## src/rtl/hazard_ctrl_if.sv

```systemverilog
// hazard_ctrl_if: register-usage info from ID/EX/MEM in, fetch/pipe control and perf counters out
interface hazard_ctrl_if #(parameter int CNT_W = 16);
  logic [4:0] id_rs1, id_rs2, ex_rd, mem_rd;
  logic id_use_rs1, id_use_rs2, id_is_branch, id_br_taken;
  logic ex_regwrite, ex_memread, mem_memread, ex_redirect, dmem_wait, cnt_clear;
  logic keep, nop, branch_pc_early_ctrl, branch_pc_ctrl, id_ex_bubble, pipe_freeze, stalled;
  logic [CNT_W-1:0] stall_cycles, flush_count;
  modport master (
    output id_rs1, id_rs2, id_use_rs1, id_use_rs2, id_is_branch, id_br_taken,
           ex_rd, ex_regwrite, ex_memread, mem_rd, mem_memread, ex_redirect, dmem_wait, cnt_clear,
    input  keep, nop, branch_pc_early_ctrl, branch_pc_ctrl, id_ex_bubble, pipe_freeze, stalled,
           stall_cycles, flush_count
  );
  modport slave (
    input  id_rs1, id_rs2, id_use_rs1, id_use_rs2, id_is_branch, id_br_taken,
           ex_rd, ex_regwrite, ex_memread, mem_rd, mem_memread, ex_redirect, dmem_wait, cnt_clear,
    output keep, nop, branch_pc_early_ctrl, branch_pc_ctrl, id_ex_bubble, pipe_freeze, stalled,
           stall_cycles, flush_count
  );
endinterface

```

## src/rtl/hazard_ctrl.sv

```systemverilog
// hazard_ctrl: pipeline hazard/redirect controller with stall FSM and saturating perf counters
module hazard_ctrl #(
  parameter int CNT_W = 16,
  parameter int BR_LOAD_STALL = 2
) (
  input logic clk,
  input logic rst,
  hazard_ctrl_if.slave h
);
  typedef enum logic {RUN, STALL} state_t;
  localparam logic [1:0] BLS = 2'(BR_LOAD_STALL);
  state_t state;
  logic [1:0] cnt, n;
  logic [CNT_W-1:0] sc, fc;
  logic ex_hit, mem_hit, stall, live;
  assign ex_hit = (h.id_use_rs1 && h.id_rs1 != 5'd0 && h.id_rs1 == h.ex_rd) ||
                  (h.id_use_rs2 && h.id_rs2 != 5'd0 && h.id_rs2 == h.ex_rd);
  assign mem_hit = (h.id_use_rs1 && h.id_rs1 != 5'd0 && h.id_rs1 == h.mem_rd) ||
                   (h.id_use_rs2 && h.id_rs2 != 5'd0 && h.id_rs2 == h.mem_rd);
  // BLS >= 1, so a branch on a load result already covers the plain load-use rule
  assign n = (ex_hit && h.ex_memread) ? (h.id_is_branch ? BLS : 2'd1) :
             (h.id_is_branch && ((ex_hit && h.ex_regwrite) || (mem_hit && h.mem_memread))) ? 2'd1 : 2'd0;
  assign stall = state == STALL || n != 2'd0;
  assign live = !h.dmem_wait;
  assign h.pipe_freeze = h.dmem_wait;
  assign h.keep = h.dmem_wait || (!h.ex_redirect && stall);
  assign h.branch_pc_ctrl = live && h.ex_redirect;
  assign h.id_ex_bubble = live && (h.ex_redirect || stall);
  assign h.branch_pc_early_ctrl = live && !h.ex_redirect && !stall && h.id_is_branch && h.id_br_taken;
  assign h.nop = h.branch_pc_ctrl || h.branch_pc_early_ctrl;
  assign h.stalled = state == STALL;
  assign h.stall_cycles = sc;
  assign h.flush_count = fc;
  always_ff @(posedge clk or negedge rst)
    if (!rst) begin
      state <= RUN;
      cnt <= 2'd0;
      sc <= '0;
      fc <= '0;
    end else begin
      if (live) begin
        if (h.ex_redirect) begin
          state <= RUN;
          cnt <= 2'd0;
        end else if (state == STALL) begin
          cnt <= cnt - 2'd1;
          if (cnt == 2'd1) state <= RUN;
        end else if (n > 2'd1) begin
          state <= STALL;
          cnt <= n - 2'd1;
        end
      end
      sc <= h.cnt_clear ? '0 : (live && !h.ex_redirect && stall && !(&sc)) ? sc + CNT_W'(1) : sc;
      fc <= h.cnt_clear ? '0 : (live && h.ex_redirect && !(&fc)) ? fc + CNT_W'(1) : fc;
    end
endmodule

```

## src/flat_wrapper.sv

```systemverilog
// flat-port wrapper written by rule: the top's interface ports become plain ports
module hazard_ctrl_flat 
#(
  parameter int CNT_W = 16,
  parameter int BR_LOAD_STALL = 2
)
  (clk, rst, h_id_rs1, h_id_rs2, h_id_use_rs1, h_id_use_rs2, h_id_is_branch, h_id_br_taken, h_ex_rd, h_ex_regwrite, h_ex_memread, h_mem_rd, h_mem_memread, h_ex_redirect, h_dmem_wait, h_cnt_clear, h_keep, h_nop, h_branch_pc_early_ctrl, h_branch_pc_ctrl, h_id_ex_bubble, h_pipe_freeze, h_stalled, h_stall_cycles, h_flush_count);
  hazard_ctrl_if #(.CNT_W(CNT_W)) h_i ();
  input logic clk;
  input logic rst;
  input wire logic [$bits(h_i.id_rs1)-1:0] h_id_rs1;
  input wire logic [$bits(h_i.id_rs2)-1:0] h_id_rs2;
  input wire logic [$bits(h_i.id_use_rs1)-1:0] h_id_use_rs1;
  input wire logic [$bits(h_i.id_use_rs2)-1:0] h_id_use_rs2;
  input wire logic [$bits(h_i.id_is_branch)-1:0] h_id_is_branch;
  input wire logic [$bits(h_i.id_br_taken)-1:0] h_id_br_taken;
  input wire logic [$bits(h_i.ex_rd)-1:0] h_ex_rd;
  input wire logic [$bits(h_i.ex_regwrite)-1:0] h_ex_regwrite;
  input wire logic [$bits(h_i.ex_memread)-1:0] h_ex_memread;
  input wire logic [$bits(h_i.mem_rd)-1:0] h_mem_rd;
  input wire logic [$bits(h_i.mem_memread)-1:0] h_mem_memread;
  input wire logic [$bits(h_i.ex_redirect)-1:0] h_ex_redirect;
  input wire logic [$bits(h_i.dmem_wait)-1:0] h_dmem_wait;
  input wire logic [$bits(h_i.cnt_clear)-1:0] h_cnt_clear;
  output wire logic [$bits(h_i.keep)-1:0] h_keep;
  output wire logic [$bits(h_i.nop)-1:0] h_nop;
  output wire logic [$bits(h_i.branch_pc_early_ctrl)-1:0] h_branch_pc_early_ctrl;
  output wire logic [$bits(h_i.branch_pc_ctrl)-1:0] h_branch_pc_ctrl;
  output wire logic [$bits(h_i.id_ex_bubble)-1:0] h_id_ex_bubble;
  output wire logic [$bits(h_i.pipe_freeze)-1:0] h_pipe_freeze;
  output wire logic [$bits(h_i.stalled)-1:0] h_stalled;
  output wire logic [$bits(h_i.stall_cycles)-1:0] h_stall_cycles;
  output wire logic [$bits(h_i.flush_count)-1:0] h_flush_count;
  assign h_i.id_rs1 = h_id_rs1;
  assign h_i.id_rs2 = h_id_rs2;
  assign h_i.id_use_rs1 = h_id_use_rs1;
  assign h_i.id_use_rs2 = h_id_use_rs2;
  assign h_i.id_is_branch = h_id_is_branch;
  assign h_i.id_br_taken = h_id_br_taken;
  assign h_i.ex_rd = h_ex_rd;
  assign h_i.ex_regwrite = h_ex_regwrite;
  assign h_i.ex_memread = h_ex_memread;
  assign h_i.mem_rd = h_mem_rd;
  assign h_i.mem_memread = h_mem_memread;
  assign h_i.ex_redirect = h_ex_redirect;
  assign h_i.dmem_wait = h_dmem_wait;
  assign h_i.cnt_clear = h_cnt_clear;
  assign h_keep = h_i.keep;
  assign h_nop = h_i.nop;
  assign h_branch_pc_early_ctrl = h_i.branch_pc_early_ctrl;
  assign h_branch_pc_ctrl = h_i.branch_pc_ctrl;
  assign h_id_ex_bubble = h_i.id_ex_bubble;
  assign h_pipe_freeze = h_i.pipe_freeze;
  assign h_stalled = h_i.stalled;
  assign h_stall_cycles = h_i.stall_cycles;
  assign h_flush_count = h_i.flush_count;
  hazard_ctrl #(.CNT_W(CNT_W), .BR_LOAD_STALL(BR_LOAD_STALL)) u_core (.clk(clk), .rst(rst), .h(h_i));
endmodule
```

## config.mk

```make
export PLATFORM = sky130hd
export DESIGN_NAME = hazard_ctrl_flat
export DESIGN_NICKNAME = d
export VERILOG_FILES = /design/src/rtl/hazard_ctrl_if.sv /design/src/rtl/hazard_ctrl.sv /design/src/flat_wrapper.sv
export SDC_FILE = /design/constraint.sdc
export NUM_CORES = 1
export LEC_CHECK = 0
export CAP_MARGIN = 30
export CORE_MARGIN = 3
export CORE_UTILIZATION = 60
export CTS_CLUSTER_SIZE = 25
export DETAILED_ROUTE_END_ITERATION = 10
export DONT_BUFFER_PORTS = 1
export PLACE_DENSITY = 0.86
export SLEW_MARGIN = 20
export SYNTH_ARGS = -nofsm -noshare
export SYNTH_HDL_FRONTEND = slang
export SYNTH_SLANG_ARGS = --single-unit
export TNS_END_PERCENT = 20
```

## constraint.sdc

```tcl
create_clock -name clk -period 2.4 [get_ports clk]
set_input_delay 0.12 -clock clk [delete_from_list [all_inputs] [get_ports clk]]
set_output_delay 0.12 -clock clk [all_outputs]
set_load 0.02 [all_outputs]
```

==> flow_summary.toml <==
[worst_setup_path]
rr_worst_depth = 7
cp_data_arrival_time_ps = 2730
r2r-start = "u_core.h.flush_count[0]$_DFFE_PN0P_"
cp-startpoint = "h_id_rs1[1]"
critPathCaptureType = "register"
r2r_end = "u_core.h.flush_count[3]$_DFFE_PN0P_"
crit_path_start_kind = "primary input"
critPathMaxFanout = 4
endpoint = "u_core.h.stall_cycles[15]$_DFFE_PN0P_"
crit_type = "primary input to register"
reg2reg_slack_ps = 230
required_ps = 2580

[clocking]
cts-root-buf = "clkbuf_8"
htreeDepth = 2
clk_pin_slew_ps = 70
clock-sinks = 35
cts_buffer_depth = 2
numCtsBuffers = 5
cts_hold_buf = 9
cts_tree = "done"
clock_latency_ps = 290

[power_and_ir_drop]
p_sw_share_pct = 23.9
p_per_area_nw_per_um2 = 450
p_sw_w = 0.000290
pwr-share-seq_pct = 50.2
power_w = 0.00121
internal_power_w = 0.000923
power_frac_clock_pct = 39.1
vdd_drop_max_v = 0.000434
combPwrFrac_pct = 10.7
leakagePower_nw = 1.07

[route]
vias_per_cell = 6.07
drt_iter0_markers = 212
antenna_left = 0
firstDrtPassIters = 4
wl_mm = 5.87
drc = 0
num_vias = 1941
wire_per_inst_um = 18.3

[flow_run]
maxCapViolCount = 0

[run_status]
violations = "hold timing, setup timing"
status = "finished, violations left"

[placement]
post-place-ws_ps = -272
port_buffers = 0
post-dp-hpwl_mm = 3.75
place.gp.congestion = 0.891

[global_route]
overflow = 0
antenna_found_initial = 0
grt_max_degree = 36
grt_usage_pct = 26.3
grt_pass1_wl_mm = 8.74
grt_pass1_vias = 1818

[floorplan]
die_w_um = 66.8
row_count = 21
initial_core_util_pct = 64.5
dieArea_um2 = 4460
die_h_um = 66.8
io_pins = 71
core_um2 = 3440

[timing]
relSlewSlack_pct = 66.7
fmax_mhz = 392
setup_violations = 9
setup_slack_ps = -153
fin_crit_ps = 2550
worstMarginPinSlew_ps = 495
period_share_pct = 106
grt_setup_unrepaired = "yes"
finClkSkew_ps = 5.63
timing.setup.tns_ps = -733
whs_ps = -115
slew_violations = 0
hold_viol_final = 26

[synthesis]
synthCells = 244
synth_top_area_share_pct = 39.5
netlist_area_um2 = 2220
syn-num-nets = 280
seq_area_frac_synth_pct = 39.5
ys_top_cells_by_count = "nor2_1, dfrtp_1, xor2_1"
synthTopCellsByArea = "dfrtp_1, xor2_1, xnor2_1"
synth.distinct_cells = 47
async_flop_share_pct = 100
ys_ff_latch = 35
synth.largest_area_cell = "dfrtp_1"
avgSynthCellArea_um2 = 9.10
yosysMostFrequentCell = "nor2_1"
synth-main-ff-cell = "dfrtp_1"
ys_warn_count = 0
synth_edf_count = 0

[final_layout]
syn_to_final_growth_pct = 21.4
diodes = 0
finish.net_count = 309
layout-drive-gt1-share_pct = 20.8

[min_path]
hp-class = "primary input to register"
[worst min path at each step]
stage                            from                                     to  cells after the start  slack (ps)
final                     h_cnt_clear  u_core.h.stall_cycles[13]$_DFFE_PN0P_                      1        -120
after global routing      h_cnt_clear   u_core.h.stall_cycles[5]$_DFFE_PN0P_                      1        -130
after detailed placement          rst           u_core.h.stalled$_DFFE_PN0N_                      0        -170
after CTS                 h_cnt_clear   u_core.h.stall_cycles[4]$_DFFE_PN0P_                      1        -110
after global placement            rst           u_core.h.stalled$_DFFE_PN0N_                      0        -170
after floorplan                   rst              u_core.cnt[0]$_DFFE_PN0P_                      0        -180
[cells in the final DEF (no fill, tap or decap), types with 2 or more instances in the layout]
cell            n
dfrtp_1        32
nor3_2          2
xnor2_1        20
and4_1          2
or4_4           2
nor2_1         41
nand2b_1        3
inv_1           5
xor2_1         26
o211ai_1        2
clkbuf_8        7
nand4_1         7
dlygate4sd3_1   8
nor3_1          7
ha_1            3
nand2_1        20
nand3_1        16
o21ai_1         2
a21oi_1         5
o21ai_0         3
mux2i_1         4
o21ai_4         2
buf_4          20
dfrtp_2         3
[registers in the layout (all words and copies together), names as in the netlist]
register / cells
u_core.h.flush_count: 16
u_core.h.stall_cycles: 16
u_core.cnt: 2
u_core.h.stalled: 1
[power by group through the flow]
stage	sequential [W]	clock, W	combinational, W
2_1_floorplan	0.000618	0	0.0000883
3_3_place_gp	0.000619	0	0.0000902
3_5_place_dp	0.000620	0	0.0000918
4_1_cts	0.000608	0.000475	0.000116
5_1_grt	0.000610	0.000504	0.000142
6_report	0.000609	0.000474	0.000129
[metrics by stage]
step	instance area [um^2]	util (%)	cells
3_3_place_gp	2370	68.9	300
2_1_floorplan	2220	-	244
4_1_cts	2570	74.7	317
3_5_place_dp	2370	68.9	300
6_report	2690	78.3	320
5_1_grt	2690	78.3	320
[worst max-delay path: stages]
cell and delay (ps):
or4_4 540, o21ai_4 210, nor4_4 60, o21ai_2 230, a41oi_2 140, ha_2 210
or2b_4 210, nand4_1 170, a2111oi_4 340, buf_4 200, nand3_2 80, xor2_1 170
nor2_1 50
[layer usage]
metal | track usage (%) | wire length (um)
met4 | 6.85 | 152
met2 | 43.2 | 3030
met5 | 0 | 0
met3 | 8.77 | 419
met1 | 33.2 | 2270
[timing repair]
action,CTS,global route
endpoints found under the hold margin,68,26
resized for setup,0,22
endpoints found under the setup margin,0,23
buffers inserted,0,3
[layout make-up]
class                      count  area, um^2
sequential                    35         880
fill                         233         748
inverter                       5        18.8
tap                           46        57.6
clock buffer                   8         100
multi-input combinational    197        1390
timing repair buffer          29         250
[cells by family after synthesis]
family	after synthesis	share of synthesized area, %
AOI/OAI and AO/OA	27	10.0
xor gates and xnor gates	46	18.2
adders and majority gates	4	2.25
buffers and inverters	12	2.31
DFF	35	39.5
muxes	4	1.80
and+or+nand+nor	116	26.0
Power figures use the tool's default switching activity.
